<file path="config.mk">
export PLATFORM = sky130hd
export DESIGN_NAME = ring_mem_ctrl_flat
export DESIGN_NICKNAME = d
export VERILOG_FILES = /design/src/rtl/ring_mem_ctrl_if.sv /design/src/rtl/ring_mem_ctrl.sv /design/src/flat_wrapper.sv
export SDC_FILE = /design/constraint.sdc
export NUM_CORES = 1
export LEC_CHECK = 0
export CAP_MARGIN = 30
export CORE_MARGIN = 1
export CORE_UTILIZATION = 30
export DETAILED_ROUTE_END_ITERATION = 8
export SYNTH_ARGS = -nofsm -noshare
export SYNTH_HDL_FRONTEND = slang
export SYNTH_SLANG_ARGS = --single-unit
</file>
<file path="constraint.sdc">
create_clock -name clk -period 6.1 [get_ports clk]
set_input_delay 1.22 -clock clk [delete_from_list [all_inputs] [get_ports clk]]
set_output_delay 1.22 -clock clk [all_outputs]
set_load 0.1 [all_outputs]
</file>
<file path="src/rtl/ring_mem_ctrl_if.sv">
// Request/response bus between the command decoder and the ring sequencer.
//
// Handshake: a request transfers at the end of any cycle where req_valid and
// req_ready are both 1. The master holds req_we/req_addr/req_wdata stable while
// req_valid is high. The slave holds req_ready low from acceptance until its
// completion pulse has gone by, so at most one request is ever outstanding.
// rsp_valid is a one-cycle pulse; rsp_err and rsp_rdata are qualified by it,
// and rsp_rdata keeps its value until the next read completes.
interface ring_mem_ctrl_if #(
  parameter int ADDR_W = 5
);
  logic              req_valid;
  logic              req_ready;
  logic              req_we;
  logic [ADDR_W-1:0] req_addr;
  logic [7:0]        req_wdata;
  logic              rsp_valid;
  logic [7:0]        rsp_rdata;
  logic              rsp_err;

  modport master (
    output req_valid, req_we, req_addr, req_wdata,
    input  req_ready, rsp_valid, rsp_rdata, rsp_err
  );

  modport slave (
    input  req_valid, req_we, req_addr, req_wdata,
    output req_ready, rsp_valid, rsp_rdata, rsp_err
  );
endinterface

</file>
<file path="src/rtl/ring_mem_ctrl.sv">
// Sequencer for the recirculating serial word memory. Tracks ring rotation
// with a bit-phase and a word-position counter, streams write data into the
// ring LSB first during the target word's write slot, and captures read data
// when the target word is on the ring's visible output.
module ring_mem_ctrl #(
  parameter int WORD_COUNT  = 20,
  parameter int ADDR_W      = 5,
  parameter int READ_OFFSET = 1
) (
  input  logic              clk,
  input  logic              reset,
  ring_mem_ctrl_if.slave    bus,
  output logic              ring_write,
  output logic              ring_din,
  input  logic [7:0]        ring_q,
  output logic [2:0]        state_dbg,
  output logic [2:0]        phase_dbg,
  output logic [ADDR_W-1:0] rot_dbg
);

  typedef enum logic [2:0] {
    IDLE   = 3'd0,
    ERR    = 3'd1,
    WAIT_W = 3'd2,
    WRITE  = 3'd3,
    WAIT_R = 3'd4,
    DONE   = 3'd5
  } state_t;

  localparam logic [ADDR_W-1:0] ROT_LAST = ADDR_W'(WORD_COUNT - 1);
  localparam logic [ADDR_W:0]   N_EXT    = (ADDR_W + 1)'(WORD_COUNT);
  localparam logic [ADDR_W:0]   OFF_EXT  = (ADDR_W + 1)'(READ_OFFSET);

  state_t            state_q, state_d;
  logic [2:0]        phase_q, phase_d;
  logic [ADDR_W-1:0] rot_q, rot_d;
  logic [ADDR_W-1:0] addr_q, addr_d;
  logic [7:0]        wdata_q, wdata_d;
  logic              rsp_valid_q, rsp_valid_d;
  logic              rsp_err_q, rsp_err_d;
  logic [7:0]        rsp_rdata_q, rsp_rdata_d;
  logic              ring_write_q, ring_write_d;
  logic              ring_din_q, ring_din_d;

  logic              req_ready;
  logic              accept;
  logic              addr_bad;
  logic              slot_next;
  logic [ADDR_W:0]   rot_off;
  logic              read_hit;

  // Ready only in IDLE and never while reset is held.
  assign req_ready = (state_q == IDLE) && !reset;
  assign accept    = bus.req_valid && req_ready;

  // Next-state, counter and output computation for the sequencer.
  always_comb begin
    // Free-running rotation counters.
    phase_d = phase_q + 3'd1;
    rot_d   = rot_q;
    if (phase_q == 3'd7) begin
      rot_d = (rot_q == ROT_LAST) ? '0 : rot_q + 1'b1;
    end

    // Word currently visible on ring_q: (rot + READ_OFFSET) mod N with one
    // conditional subtract (READ_OFFSET is below N).
    rot_off = {1'b0, rot_q} + OFF_EXT;
    if (rot_off >= N_EXT) begin
      rot_off = rot_off - N_EXT;
    end
    read_hit = (rot_off == {1'b0, addr_q});

    addr_bad = ({1'b0, bus.req_addr} >= N_EXT);

    state_d     = state_q;
    addr_d      = addr_q;
    wdata_d     = wdata_q;
    rsp_valid_d = 1'b0;
    rsp_err_d   = 1'b0;
    rsp_rdata_d = rsp_rdata_q;
    slot_next   = 1'b0;

    // The write-slot test looks one cycle ahead (next phase 0, next rot equal
    // to the address) so that the registered ring_write is high in exactly
    // the eight cycles of the slot. Done from IDLE too, so that a slot
    // starting in the cycle right after acceptance is not missed; the FSM
    // then goes straight to WRITE without a WAIT_W cycle.
    unique case (state_q)
      IDLE: begin
        if (accept) begin
          addr_d  = bus.req_addr;
          wdata_d = bus.req_wdata;
          if (addr_bad) begin
            state_d     = ERR;
            rsp_valid_d = 1'b1;
            rsp_err_d   = 1'b1;
          end else if (bus.req_we) begin
            slot_next = (phase_q == 3'd7) && (rot_d == bus.req_addr);
            state_d   = slot_next ? WRITE : WAIT_W;
          end else begin
            state_d = WAIT_R;
          end
        end
      end
      ERR: begin
        state_d = IDLE;
      end
      WAIT_W: begin
        slot_next = (phase_q == 3'd7) && (rot_d == addr_q);
        if (slot_next) begin
          state_d = WRITE;
        end
      end
      WRITE: begin
        if (phase_q == 3'd7) begin
          state_d     = DONE;
          rsp_valid_d = 1'b1;
        end
      end
      WAIT_R: begin
        if (read_hit) begin
          rsp_rdata_d = ring_q;
          state_d     = DONE;
          rsp_valid_d = 1'b1;
        end
      end
      DONE: begin
        state_d = IDLE;
      end
      default: begin
        state_d = IDLE;
      end
    endcase

    // Direction is carried by the state, so we is not kept separately.
    ring_write_d = (state_d == WRITE);
    ring_din_d   = ring_write_d && wdata_d[phase_d];
  end

  // State, counters and registered outputs.
  always_ff @(posedge clk) begin
    if (reset) begin
      state_q      <= IDLE;
      phase_q      <= 3'd0;
      rot_q        <= '0;
      addr_q       <= '0;
      wdata_q      <= 8'h00;
      rsp_valid_q  <= 1'b0;
      rsp_err_q    <= 1'b0;
      rsp_rdata_q  <= 8'h00;
      ring_write_q <= 1'b0;
      ring_din_q   <= 1'b0;
    end else begin
      state_q      <= state_d;
      phase_q      <= phase_d;
      rot_q        <= rot_d;
      addr_q       <= addr_d;
      wdata_q      <= wdata_d;
      rsp_valid_q  <= rsp_valid_d;
      rsp_err_q    <= rsp_err_d;
      rsp_rdata_q  <= rsp_rdata_d;
      ring_write_q <= ring_write_d;
      ring_din_q   <= ring_din_d;
    end
  end

  assign bus.req_ready = req_ready;
  assign bus.rsp_valid = rsp_valid_q;
  assign bus.rsp_err   = rsp_err_q;
  assign bus.rsp_rdata = rsp_rdata_q;
  assign ring_write    = ring_write_q;
  assign ring_din      = ring_din_q;
  assign state_dbg     = state_q;
  assign phase_dbg     = phase_q;
  assign rot_dbg       = rot_q;

endmodule
</file>
<file path="src/flat_wrapper.sv">
// flat-port wrapper written by rule: the top's interface ports become plain ports
module ring_mem_ctrl_flat 
#(
  parameter int WORD_COUNT  = 20,
  parameter int ADDR_W      = 5,
  parameter int READ_OFFSET = 1
)
  (clk, reset, ring_write, ring_din, ring_q, state_dbg, phase_dbg, rot_dbg, bus_req_valid, bus_req_we, bus_req_addr, bus_req_wdata, bus_req_ready, bus_rsp_valid, bus_rsp_rdata, bus_rsp_err);
  ring_mem_ctrl_if #(.ADDR_W(ADDR_W)) bus_i ();
  input  logic clk;
  input  logic reset;
  output logic ring_write;
  output logic ring_din;
  input  logic [7:0] ring_q;
  output logic [2:0] state_dbg;
  output logic [2:0] phase_dbg;
  output logic [ADDR_W-1:0] rot_dbg;
  input wire logic [$bits(bus_i.req_valid)-1:0] bus_req_valid;
  input wire logic [$bits(bus_i.req_we)-1:0] bus_req_we;
  input wire logic [$bits(bus_i.req_addr)-1:0] bus_req_addr;
  input wire logic [$bits(bus_i.req_wdata)-1:0] bus_req_wdata;
  output wire logic [$bits(bus_i.req_ready)-1:0] bus_req_ready;
  output wire logic [$bits(bus_i.rsp_valid)-1:0] bus_rsp_valid;
  output wire logic [$bits(bus_i.rsp_rdata)-1:0] bus_rsp_rdata;
  output wire logic [$bits(bus_i.rsp_err)-1:0] bus_rsp_err;
  assign bus_i.req_valid = bus_req_valid;
  assign bus_i.req_we = bus_req_we;
  assign bus_i.req_addr = bus_req_addr;
  assign bus_i.req_wdata = bus_req_wdata;
  assign bus_req_ready = bus_i.req_ready;
  assign bus_rsp_valid = bus_i.rsp_valid;
  assign bus_rsp_rdata = bus_i.rsp_rdata;
  assign bus_rsp_err = bus_i.rsp_err;
  ring_mem_ctrl #(.WORD_COUNT(WORD_COUNT), .ADDR_W(ADDR_W), .READ_OFFSET(READ_OFFSET)) u_core (.clk(clk), .reset(reset), .bus(bus_i), .ring_write(ring_write), .ring_din(ring_din), .ring_q(ring_q), .state_dbg(state_dbg), .phase_dbg(phase_dbg), .rot_dbg(rot_dbg));
endmodule
</file>
==> impl.org <==
** Power
- The clock network burns 32.7% of the power.
- In this run, the combinational gates consume 19.2% of the power.
- Cell-internal power :: 375 µW
- Part of the power in registers :: 48.1%
- Total power :: 519 µW
- Switching part of the total :: 27.7%
- Net switching component of the power :: 144 µW
- Static power due to leakage :: 0.944 nW
- In this run the power density over the cells is 189 nW/µm².
- VDD sags by at most 0.102 mV.

** Worst setup path
- The worst setup path is captured at a flop.
- Data on the critical path arrives at its endpoint at 4.07 ns.
- Required time of the worst setup path :: 6.26 ns
- Critical path launch point type :: primary input
- Crit Path Category :: in -> reg
- Crit Path Max Fanout :: 32

** Logic synthesis
- Warnings, synthesis :: 0
- Summing the areas of all compound-gate instances in the mapped netlist gives 21.4% of the synthesized area.
- Cell taking the most area after synthesis :: dfxtp_1
- Dividing the synthesized area by the synthesized cell count gives 8.27 µm².
- Yosys mapped a number of flops with a built-in enable equal to 0.
- Syn Nets :: 286
- Seq cells post-synth :: 36
- After Yosys synthesis, full adders, half adders and majority gates account for 2.36% of the synthesized area.
- Summing the sequential cell areas from Yosys gives 33.9% of the chip area.
- In the synthesized netlist the dominant register cell turns out to be dfxtp_1.
- After synthesis, the largest family of logic cells by area is simple AND/OR/NAND/NOR gates.
- For this run, asynchronously set or reset flops after synthesis account for 0%.
- XOR/XNOR Fraction of Synth Area :: 4.53%
- Post-Synthesis Cell Area :: 2120 µm²
- Synthesis produced 257 cells.
- Summing the areas of all and, or, nand and nor instances in the mapped netlist gives 25.3% of the synthesized area.
- Post-synthesis mux area share :: 7.77%
- Synth cell types :: 54
- The top cell type by area accounts for 33.9% of the synthesized area.
- After synthesis, the cell types taking the most area are dfxtp_1 34%, a21oi_1 7.1%, nand2_1 6.7%, mux4_2 5.3%, nand3_1 3.1%.

** Outcome
- The run finished with clean final reports.

** Final layout
- Leaving out fill and tap cells, the most frequent cells in the layout are 47 x clkdlybuf4s50_1, 38 x nand2_1, 36 x dfxtp_1.
- 0 antenna diodes ended up in the layout.
- Leaving out fill and tap cells, the most frequent cell in the layout is clkdlybuf4s50_1.
- Compared with the post-synthesis result, the final layout area differs by 29.2%.
- The net count of the finished layout is 325.
- In the final layout, the share of cells above drive strength 1 is 7.41%.
- # fillers :: 723

** Timing
- Unrepaired setup endpoints after global routing :: false
- In this run the tightest slew margin relative to its limit is 34.7%.
- Of the available clock period, the critical path in the final layout requires 64.0%.
- Peak Freq :: 256 MHz
- The routed design could run at a clock period as short as 3.91 ns.
- For the final database, setup skew stands at 0.00175 ns.
- The number of pins with negative max-slew slack in the final report was 0.
- Setup violations remaining at the end of the flow were counted as 0.
- Final setup TNS :: 0 ns
- Worst Tran Pin Value :: 0.976 ns
- Hold Vio Cnt, Final :: 0

** Drt
- Via-per-instance ratio :: 5.05
- The detail route stage leaves a number of antenna-violating nets equal to 0.
- DRT Pass-1 Iters :: 4
- The detailed router placed 1,985 vias in this run.
- In the routed design, unresolved DRC markers number 0.
- In the final routed layout, each cell accounts on average for 14.2 µm.
- The final layout contains routed wiring with a total length of 5580 µm.
- Initial DRC Count :: 128

** CTS
- After clock tree synthesis, the flow added hold-fix buffers numbering 0.
- Number of buffers inserted during clock tree synthesis :: 5
- Clock tree synthesis selected as its root buffer the cell clkbuf_8.
- Buffers inserted by post-CTS timing repair :: 0
- Clock network latency to the later pin of the worst-skew pair :: 0.28 ns
- Number of clock sinks :: 36
- The H-tree generated during clock tree synthesis spans 2 levels.
- No sink is reached through more buffers than the 2 on the longest clock path.
- Clock input transition at the sequential cells of the worst setup and hold paths :: 0.07 ns
- CTS tree :: built
- Resized cells post-CTS :: 0

** GRT
- The via count of the first global-routing pass is 1,849.
- Aggregate global routing overflow :: 0
- The initial antenna violation count is 0.
- Global routing used 15.5% of the available tracks.
- Entering global routing, the biggest net connects 33 pins.
- Global-route wire length before repair :: 9180 µm

** Place
- Weighted congestion at the end of routability-driven global placement :: 0.802
- Detailed-placement wirelength estimate :: 4110 µm
- In this run the tool buffered the top-level ports with 48 buffer cells.

** Floorplanning
- Height of the die :: 86.2 µm
- Starting utilization of the core area :: 31.1%
- Die Span X :: 86.2 µm
- Number of core rows :: 30
- The core region is 6830 µm².
- Io pins :: 49
- Die footprint :: 7420 µm²

** Min path
- Class of the tightest hold or removal check :: reg -> reg

** Flow run
- Number of max-cap violations :: 0
## critical path: stages
cell and delay [ns]:
clkdlybuf4s50_1 0.39, buf_4 0.23, nor4_1 0.34, and2_1 0.70
mux4_2 0.59, mux4_2 0.47, nand2_1 0.08, a21oi_1 0.03
## path summary, 6_finish.rpt
| path | from | end | slack [ns] | cells past startpoint |
|---|---|---|---|---|
| worst max-delay path | reset | u_core.ring_din$_SDFF_PP0_ | 2.19 | 8 |
| worst min register to register | u_core.wdata_q[3]$_SDFF_PP0_ | u_core.wdata_q[3]$_SDFF_PP0_ | 0.46 | 2 |
| worst max register to register | u_core.rot_dbg[0]$_SDFF_PP0_ | u_core.state_dbg[0]$_SDFF_PP0_ | 3.15 | 7 |
| worst min-delay path | u_core.wdata_q[3]$_SDFF_PP0_ | u_core.wdata_q[3]$_SDFF_PP0_ | 0.46 | 2 |
## synthesized netlist by cell type, types with 2 or more instances
library cell	n
a211oi_1	2
a21o_1	2
a21oi_1	30
a311o_1	2
a31oi_1	3
a32oi_1	2
and2_1	3
and3b_1	2
buf_2	7
clkbuf_1	9
dfxtp_1	36
ha_1	4
inv_1	6
mux2_2	2
mux2i_1	3
mux4_2	5
nand2_1	38
nand2b_1	6
nand3_1	13
nand4_1	4
nor2_1	14
nor2b_1	5
nor3_1	4
nor4_1	2
o21ai_0	13
o21ai_1	2
or4b_1	2
xnor2_1	5
xor2_1	6
## cells by family after synthesis
family                   Yosys count
AND/OR/NAND/NOR                  103
adder cells (fa/ha/maj)            4
flip-flops                        36
multiplexers                      10
XOR/XNOR                          11
buffers and inverters             23
AO/OA/AOI/OAI                     70
## routing by layer
layer,vias up,share of wire (%),track usage (%)
li1,1000,-,-
met5,-,0,0
met3,3,4.9,4.52
met1,940,46,19.9
met2,42,49,26.3
met4,0,0.23,2.27
## state kept, by name, indices dropped and copies added, names as in the netlist
register and flops:
u_core.bus.rsp_rdata 8, u_core.wdata_q 8, u_core.addr_q 5, u_core.rot_dbg 5, u_core.phase_dbg 3, u_core.state_dbg 3
u_core.bus.rsp_err 1, u_core.bus.rsp_valid 1, u_core.ring_din 1, u_core.ring_write 1
## power groups by stage
stage               Clock [mW]  Sequential [mW]  Combinational (mW)
floorplan                    0            0.275              0.0454
CTS                      0.176            0.250               0.100
finish                   0.170            0.250              0.0995
detailed placement           0            0.255              0.0999
global placement             0            0.255              0.0990
global route             0.190            0.251               0.106
## stage by stage
stage | setup slack [ns] | util, % | hold WS [ns] | instance area [µm²] | cells
2_1_floorplan | 0.170 | - | 0.433 | 2120 | 257
3_3_place_gp | 1.92 | 38.8 | 0.446 | 2650 | 385
3_5_place_dp | 1.88 | 38.8 | 0.449 | 2650 | 385
4_1_cts | 2.18 | 40.2 | 0.460 | 2740 | 393
5_1_grt | 1.88 | 40.2 | 0.481 | 2740 | 393
6_report | 2.19 | 40.2 | 0.457 | 2740 | 393
## cell type report
type / instances / area (µm²) / area share, %
flip-flops and latches: 36 / 721 / 26.3
repair buffers: 49 / 485 / 17.7
well taps: 96 / 120 / 4.38
clock buffers: 8 / 90.1 / 3.28
inverters: 6 / 22.5 / 0.821
multi-input cells: 198 / 1310 / 47.6
Power figures use the tool's default switching activity.
